==> config.mk <==
export PLATFORM = sky130hd
export DESIGN_NAME = mem_arbiter_rr
export DESIGN_NICKNAME = d
export VERILOG_FILES = /design/src/rtl/mem_arbiter_rr.sv
export SDC_FILE = /design/constraint.sdc
export NUM_CORES = 1
export LEC_CHECK = 0
export CAP_MARGIN = 20
export CORE_AREA = 3 3 176 178
export CTS_BUF_LIST = sky130_fd_sc_hd__clkbuf_8
export DETAILED_ROUTE_END_ITERATION = 8
export DIE_AREA = 0 0 179 181
export HOLD_SLACK_MARGIN = 0.08
export SYNTH_ARGS = -nofsm -noshare
export SYNTH_HDL_FRONTEND = slang
export SYNTH_SLANG_ARGS = --single-unit
==> constraint.sdc <==
create_clock -name clock -period 3.49 [get_ports clock]
set_input_delay 0.349 -clock clock [delete_from_list [all_inputs] [get_ports clock]]
set_output_delay 0.349 -clock clock [all_outputs]
set_load 0.01 [all_outputs]
==> src/rtl/mem_arbiter_rr.sv <==
// N-port memory arbiter: priority class, then round-robin with starvation promotion.
// Tracks in-flight load tags so each data return is routed to the port that issued it.
module mem_arbiter_rr #(
  parameter int NUM_PORTS    = 2,
  parameter int NUM_TAGS     = 16,
  parameter int STARVE_LIMIT = 8,
  parameter int ADDR_W       = 32,
  parameter int BLOCK_W      = 64,
  localparam int TAG_W       = $clog2(NUM_TAGS),
  localparam int CNT_W       = $clog2(NUM_TAGS) + 1
) (
  input  logic                                clock,
  input  logic                                reset,
  input  logic [NUM_PORTS-1:0]                req_valid,
  input  logic [NUM_PORTS-1:0]                req_prior,
  input  logic [NUM_PORTS-1:0]                req_store,
  input  logic [NUM_PORTS-1:0][ADDR_W-1:0]    req_addr,
  input  logic [NUM_PORTS-1:0][BLOCK_W-1:0]   req_data,
  output logic [NUM_PORTS-1:0]                req_accepted,
  output logic [TAG_W-1:0]                    req_tag,
  output logic [NUM_PORTS-1:0]                resp_valid,
  output logic [TAG_W-1:0]                    resp_tag,
  output logic [BLOCK_W-1:0]                  resp_data,
  output logic [1:0]                          proc2mem_command,
  output logic [ADDR_W-1:0]                   proc2mem_addr,
  output logic [BLOCK_W-1:0]                  proc2mem_data,
  input  logic [TAG_W-1:0]                    mem2proc_transaction_tag,
  input  logic [BLOCK_W-1:0]                  mem2proc_data,
  input  logic [TAG_W-1:0]                    mem2proc_data_tag,
  output logic [CNT_W-1:0]                    outstanding,
  output logic                                tag_err
);

  localparam logic [1:0] MEM_NONE  = 2'd0;
  localparam logic [1:0] MEM_LOAD  = 2'd1;
  localparam logic [1:0] MEM_STORE = 2'd2;

  localparam int PTR_W = (NUM_PORTS > 1) ? $clog2(NUM_PORTS) : 1;
  localparam int AGE_W = $clog2(STARVE_LIMIT + 1);
  localparam logic [CNT_W-1:0] TAG_MAX = CNT_W'(NUM_TAGS - 1);
  localparam logic [AGE_W-1:0] AGE_MAX = AGE_W'(STARVE_LIMIT);
  localparam logic [PTR_W-1:0] PTR_LAST = PTR_W'(NUM_PORTS - 1);

  logic [PTR_W-1:0]                 rr_ptr;
  logic [NUM_PORTS-1:0][AGE_W-1:0]  age;
  logic [NUM_TAGS-1:0]              tag_valid;
  logic [NUM_TAGS-1:0][PTR_W-1:0]   tag_owner;

  logic [NUM_PORTS-1:0] eligible;
  logic [NUM_PORTS-1:0] high;
  logic [NUM_PORTS-1:0] cand;
  logic [PTR_W-1:0]     winner;
  logic                 grant;
  logic                 accept;
  logic                 load_acc;
  logic                 ret_hit;
  logic                 ret_miss;

  // Loads stall once every usable tag is in flight; stores never need a tag.
  always_comb begin
    eligible = '0;
    high     = '0;
    for (int i = 0; i < NUM_PORTS; i++) begin
      eligible[i] = req_valid[i] & (req_store[i] | (outstanding < TAG_MAX));
      high[i]     = eligible[i] & (req_prior[i] | (age[i] == AGE_MAX));
    end
    cand = (|high) ? high : eligible;
  end

  always_comb begin
    int j;
    j      = 0;
    winner = '0;
    grant  = 1'b0;
    for (int k = 0; k < NUM_PORTS; k++) begin
      j = int'(rr_ptr) + k;
      if (j >= NUM_PORTS) j = j - NUM_PORTS;
      if (!grant && cand[j]) begin
        grant  = 1'b1;
        winner = PTR_W'(j);
      end
    end
  end

  always_comb begin
    accept   = grant & (req_store[winner] | (mem2proc_transaction_tag != '0));
    load_acc = accept & ~req_store[winner];
    ret_hit  = (mem2proc_data_tag != '0) &  tag_valid[mem2proc_data_tag];
    ret_miss = (mem2proc_data_tag != '0) & ~tag_valid[mem2proc_data_tag];
  end

  always_comb begin
    proc2mem_command = MEM_NONE;
    proc2mem_addr    = '0;
    proc2mem_data    = '0;
    req_accepted     = '0;
    req_tag          = '0;
    resp_valid       = '0;
    resp_tag         = mem2proc_data_tag;
    resp_data        = mem2proc_data;
    if (grant) begin
      proc2mem_command = req_store[winner] ? MEM_STORE : MEM_LOAD;
      proc2mem_addr    = req_addr[winner];
      proc2mem_data    = req_data[winner];
    end
    if (accept)   req_accepted[winner] = 1'b1;
    if (load_acc) req_tag = mem2proc_transaction_tag;
    if (ret_hit)  resp_valid[tag_owner[mem2proc_data_tag]] = 1'b1;
  end

  always_ff @(posedge clock or posedge reset) begin
    if (reset) begin
      rr_ptr      <= '0;
      age         <= '0;
      tag_valid   <= '0;
      tag_owner   <= '0;
      outstanding <= '0;
      tag_err     <= 1'b0;
    end else begin
      if (accept) rr_ptr <= (winner == PTR_LAST) ? '0 : winner + 1'b1;
      for (int i = 0; i < NUM_PORTS; i++) begin
        if (!req_valid[i] || (accept && (winner == PTR_W'(i))))
          age[i] <= '0;
        else if (age[i] != AGE_MAX)
          age[i] <= age[i] + 1'b1;
      end
      // A same-cycle accept of the returning tag overrides the clear.
      if (ret_hit) tag_valid[mem2proc_data_tag] <= 1'b0;
      if (load_acc) begin
        tag_valid[mem2proc_transaction_tag] <= 1'b1;
        tag_owner[mem2proc_transaction_tag] <= winner;
      end
      if (load_acc && !ret_hit)
        outstanding <= outstanding + 1'b1;
      else if (!load_acc && ret_hit)
        outstanding <= outstanding - 1'b1;
      if (ret_miss) tag_err <= 1'b1;
    end
  end

endmodule

### Word level (Yosys, flattened, before mapping)

Index checks and enable logic that the tools add are counted.

* register bits after elaboration: 47
* output and inout bits: 180
* word-level logic and storage cells: 136
* input port bits: 272

* equality and inequality tests: 4
* muxes and demuxes: 48
* $add $sub $neg: 8
* $lt $le $gt $ge: 13
* bitwise gates (word level): 19
* reduce and logical (&&, ||, !) cells: 22

Operators by type and width (count)
* 64-bit 2-to-1 mux: 3
* 32-bit 2-to-1 mux: 5
* 32-bit by 3-bit less-than comparator with 1-bit output (second input constant): 2
* 16-bit 2-to-1 mux: 2
* 4-bit 2-to-1 mux: 5
* 1-bit 2-to-1 mux: 19
* 16-bit bitwise AND: 1
* 16-bit bitwise mux: 1
* 16-bit NOT: 1
* 16-bit OR: 1
* 4-bit by 5-bit less-than comparator with 1-bit output (second input constant): 2
* 2-bit 2-to-1 mux: 5
* 5-bit 2-to-1 mux: 2
* 1-bit logical AND: 9
* 4-bit by 1-bit adder with 4-bit output (second input constant): 2
* 1-bit bitwise AND: 8
* 1-bit binary-select mux with 4-bit select: 2
* 1-bit demux with 4-bit select: 2
* 4-bit == test (second input constant): 2
* 4-bit by 1-bit >= comparator with 1-bit output (second input constant): 2
* 4-bit inequality test (second input constant): 2
* 4-bit nonzero test: 2
* 2-bit nonzero test: 3
* 5-bit by 1-bit adder with 5-bit output (second input constant): 1
* 16 further kinds: 30

### Depth between registers and ports, before layout

* depth after elaboration: 22
* gate-level depth with buffers: 17

### Worst setup path after synthesis

No wires, ideal clock.

* path type: reg2reg
* start point: register age[0] (netlist bit)
* end point: register outstanding[4]
* cell stages (with the launch flop): 18
* required time: 3.364 ns
* arrival: 3.478 ns
* path buffers: 1
* path slack: -0.115 ns
* path through: dfrtp_1 -> inv_1 -> ha_1 -> and3b_4 -> or2_4 -> o311a_1 -> nor3b_4 -> buf_6 -> or2_1 -> and2_1 -> ha_1 -> inv_1 -> ha_1 -> a21o_1 -> a21oi_1 -> xnor2_1 -> nor2_1 -> xor2_1

* longest elaborated chain between the ends: 20
* elaborated cells between the ends (all ways): 28

RTL lines
* start, declared: line 45 `logic [NUM_PORTS-1:0][AGE_W-1:0] age;`
* start signal, assigned by index: line 125 `age[i] <= age[i] + 1'b1;`
* 4-bit == test (*): line 65 `high[i] = eligible[i] & (req_prior[i] | (age[i] == AGE_MAX));`
* 1-bit OR (*): line 65
* 1-bit bitwise AND (*): line 65
* 2-bit OR reduction: line 67 `cand = (|high) ? high : eligible;`
* 2-bit 2-to-1 mux (*): line 67
* 1-bit 2-to-1 mux (not written as such) (3 in series): line 78 `if (!grant && cand[j]) begin`
* 1-bit 2-to-1 mux: line 78
* 1-bit zero test: line 78
* 1-bit logical AND: line 78
* 1-bit 2-to-1 mux: line 78
* 1-bit 2-to-1 mux (not written as such) (2 in series): line 86, 87
* 1-bit OR: line 86 `accept = grant & (req_store[winner] | (mem2proc_transaction_tag != '0));`
* 1-bit bitwise AND: line 86
* 1-bit bitwise AND (*): line 87 `load_acc = accept & ~req_store[winner];`
* 1-bit zero test: line 135 `else if (!load_acc && ret_hit)`
* 1-bit logical AND: line 135
* 2-bit nonzero test (no source line)
* end signal, assigned: line 134 `outstanding <= outstanding + 1'b1;`
* end signal, assigned: line 136 `outstanding <= outstanding - 1'b1;`
* end, declared: line 30 `output logic [CNT_W-1:0] outstanding,`

Every way passes the cells marked *; elsewhere a longest branch is shown, timed or not. The select of a mux whose other input is x is not followed.
A chain may end at the register's enable or synchronous reset.

### Worst setup path in the final report

* start point: register age[0] (netlist bit)
* end point: output port proc2mem_data[42]

* longest elaborated chain between the ends: 15
* elaborated cells between the ends (all ways): 20

RTL lines
* 4-bit == test (*): line 65
* 1-bit OR (*): line 65
* 1-bit bitwise AND (*): line 65
* 2-bit OR reduction: line 67
* 2-bit 2-to-1 mux (*): line 67
* 1-bit 2-to-1 mux (not written as such) (3 in series): line 78
* 1-bit 2-to-1 mux: line 78
* 1-bit zero test: line 78
* 1-bit logical AND: line 78
* 1-bit 2-to-1 mux: line 78
* 64-bit 2-to-1 mux (not written as such) (2 in series): line 104 `proc2mem_data = req_data[winner];`
* 64-bit 2-to-1 mux (*): line 101 `if (grant) begin`
* end, declared: line 26 `output logic [BLOCK_W-1:0] proc2mem_data,`

Marks and branches as above.

==> qor.yml <==
clock_network:
  cts.sinks: 47
  clk_pin_slew_ps: 90
  clockBufferDepth: 2
  clk_latency_ps: 320
  cts-root-buf: "clkbuf_8"
  cts_hold_buf: 0
  h-tree-depth: 2
  cts_tree: "yes"
  cts_buffers: 5
worst_setup_path:
  path_cells: "inv_2 > ha_1 > and3b_4 > or2_4 > o311a_4 > nor2b_4 > buf_12 > nand2_1 > nand2_1 > clkdlybuf4s50_1"
  crit_required_ps: 3140
  arrival_ps: 3050
  cp-startpoint: "age[0]$_DFFE_PP0P_"
  reg2reg_from: "age[0]$_DFFE_PP0P_"
  slowest_delay_ps: 560
  crit_slowest_cell: "clkdlybuf4s50_1"
  cp_common_cell: "nand2_1"
  critPathKind: "reg -> out"
  end_kind: "output port"
  critical_path.max_fanout: 46
  worstSetupStartpointType: "flip-flop"
yosys:
  syn-cell-area_um2: 4570
  synth_xor_area_share_pct: 1.72
  synth_compound_area_share_pct: 7.63
  syn-num-nets: 924
  ys_seq_area_share_pct: 25.7
  synthCells: 642
  synth_top_family_by_area: "simple AND/OR/NAND/NOR gates"
  synth_edf_count: 0
  ys_seq_elements: 47
  yosysWarnings: 0
  synth_cell_types: 45
  synthMuxAreaShare_pct: 9.79
  syn_area_per_cell_um2: 7.12
  synth-simple-area-share_pct: 36.1
  synth_fa_ha_area_share_pct: 2.90
  ys.flop_type: "dfrtp_1"
  async_flop_share_pct: 100
sta:
  period_needed_ps: 3400
  finalSetupViolCount: 0
  tightest_slew_ps: 595
  grt_setup_unrepaired: "no"
  fin_crit_sh_pct: 97.4
  slew_violations: 0
  finalHoldViolations: 0
  hold-worst-slack_ps: 388
  skew_ps: 16.6
  slew_headroom_pct: 60.3
  clock.fmax_ghz: 0.294
routing:
  via_per_inst: 4.08
  routed_wl_um: 25100
  drtIter0Drc: 242
  drtAntennaViolNets: 0
  drt-pass1-iter-count: 4
  vias: 5244
  avgRoutedWirePerCell_um: 19.5
  drc: 0
power_and_ir_drop:
  ir_drop_mv: 0.174
  powerDensity_nw_per_um2: 453
  leakage_nw: 3.67
grt:
  use_met1_pct: 16.8
  antenna_found_initial: 1
  grt_use_met3_pct: 10.4
  grt_pass1_vias: 5384
  use_met2_pct: 20.9
  overflow: 0
  grt_pass1_wl_um: 34600
  grtUsageTotal_pct: 14.3
  globalRoute.busiestLayer: "met2"
  grt_max_degree: 67
die:
  fp.dieH_um: 181
  dieArea_um2: 32400
  boundaryPins: 452
  coreArea_um2: 29600
  num_rows: 63
  die_w_um: 179
  start_util_pct: 15.5
run_status:
  status: "finished clean"
placed_design:
  portBuffers: 323
  place.gp.congestion: 0.883
  hpwlAfterDp_um: 20200
cells_and_area:
  finish.net_count: 1175
  final_core_util_pct: 27.7
  drive_gt1_share_pct: 11.1
  synthToLayoutAreaGrowth_pct: 78.7
  final.fill_count: 3187
hold_path:
  hold_class: "reg -> reg"
  min_from: "tag_owner[0]$_DFFE_PP0P_"
run:
  drv_cap: 0
state kept, by name (all words and copies together) (netlist names):
signal / cells
rr_ptr: 1
age: 8
tag_err: 1
tag_owner: 16
tag_valid: 16
outstanding: 5
worst paths after layout:
path | cells after the start | end | slack [ps]
setup / recovery | 10 | proc2mem_data[42] | 90
hold / removal | 0 | tag_owner[0]$_DFFE_PP0P_ | 390
setup reg to reg | 16 | outstanding[4]$_DFFE_PP0P_ | 210
hold reg to reg | 0 | tag_owner[0]$_DFFE_PP0P_ | 390
max in group asynchronous | 3 | tag_owner[11]$_DFFE_PP0P_ | 2590
min in group asynchronous | 3 | age[7]$_DFFE_PP0P_ | 490
layout make-up:
cell class | count | area, um^2 | area share (%)
repair buffers | 356 | 3630 | 44.4
multi-input cells | 471 | 2740 | 33.6
flip-flops and latches | 47 | 1180 | 14.4
well taps | 390 | 488 | 5.97
clock buffers | 5 | 68.8 | 0.842
inverters | 12 | 45.0 | 0.551
clock inverters | 3 | 22.5 | 0.276
diodes | 2 | 5.00 | 0.0612
metal layers:
| layer | wire length, um | vias up |
|---|---|---|
| met4 | 363 | 0 |
| met5 | 0 | - |
| met3 | 4380 | 27 |
| li1 | - | 2561 |
| met2 | 10600 | 250 |
| met1 | 9760 | 2406 |
cells in the final DEF (no fill, tap or decap), drive strengths merged, types with 2 or more instances in the layout:
| cell type | netlist | final |
|---|---|---|
| dlymetal6s2s | 0 | 6 |
| nor2b | 6 | 6 |
| mux2 | 15 | 15 |
| a21oi | 5 | 5 |
| o2111ai | 6 | 6 |
| mux2i | 2 | 2 |
| o31ai | 3 | 3 |
| clkdlybuf4s50 | 0 | 315 |
| o21ai | 11 | 11 |
| inv | 12 | 13 |
| a211oi | 2 | 2 |
| nand3 | 103 | 103 |
| ha | 9 | 9 |
| and2b | 4 | 4 |
| or2 | 3 | 3 |
| and3b | 2 | 2 |
| nand2 | 238 | 238 |
| o211ai | 8 | 8 |
| mux4 | 10 | 10 |
| xor2 | 4 | 4 |
| dlygate4sd2 | 0 | 2 |
| and2 | 5 | 5 |
| clkinv | 0 | 2 |
| diode | 0 | 2 |
| xnor2 | 5 | 5 |
| buf | 87 | 31 |
| dfrtp | 47 | 47 |
| nor2 | 17 | 17 |
| clkbuf | 25 | 7 |
report_power, final:
part	internal (W)	switching [W]	total [W]	leakage, nW
clock	0.000144	0.000202	0.000346	0.0485
sequential	0.000703	0.000121	0.000824	0.614
combinational	0.00133	0.00120	0.00253	3.01
through the flow:
step	std cells	total power (W)	cell area, um^2	setup TNS (ps)	worst slack [ps]
2_1_floorplan	642	0.00204	4600	0	14.8
3_3_place_gp	1268	0.00323	7900	0	27.2
3_5_place_dp	1268	0.00324	7900	-17.6	-17.6
4_1_cts	1276	0.00362	8010	0	2.94
5_1_grt	1285	0.00397	8170	0	1.68
6_report	1286	0.00370	8170	0	91.2
synthesized netlist by cell type (3+ instances only):
cell type  count  area [um^2]
clkbuf_1      25         93.8
and2b_1        4         30.0
nand3_1      103          515
nand2_1      238          893
mux2_2         6         67.6
nor2_1        17         63.8
buf_1          9         33.8
xor2_1         4         35.0
o21ai_0        9         45.0
nor2b_1        6         37.5
mux4_2        10          225
mux2_4         9          135
buf_4         68          510
buf_2          9         45.0
a21oi_1        5         25.0
o211ai_2       8          100
ha_1           9          113
xnor2_1        5         43.8
inv_1         12         45.0
dfrtp_1       47         1180
and2_1         5         31.3
o31ai_1        3         22.5
o2111ai_1      6         52.6
cells by family (layout without fill, tap and decap cells):
kind of cell,after synthesis,count (layout)
AOI/OAI and AO/OA,44,44
xor gates and xnor gates,9,9
adders and majority gates,10,10
buffers and inverters,124,376
DFF,47,47
muxes,27,27
other,0,2
and+or+nand+nor,381,381
critical path, delay by kind of cell (launching register included):
family / cells / cell delay, ps
compound gates: 1 / 350
fa+ha+maj: 1 / 200
buf+inv: 3 / 860
flops: 1 / 390
simple gates: 5 / 880
what timing repair did:
action | CTS | global route
pin swaps | 0 | 4
resized for setup | 9 | 14
setup buffers | 0 | 4
setup endpoints to repair | 68 | 79
hold endpoints to repair | 0 | 0
gates cloned | 0 | 4
Power figures use the tool's default switching activity.
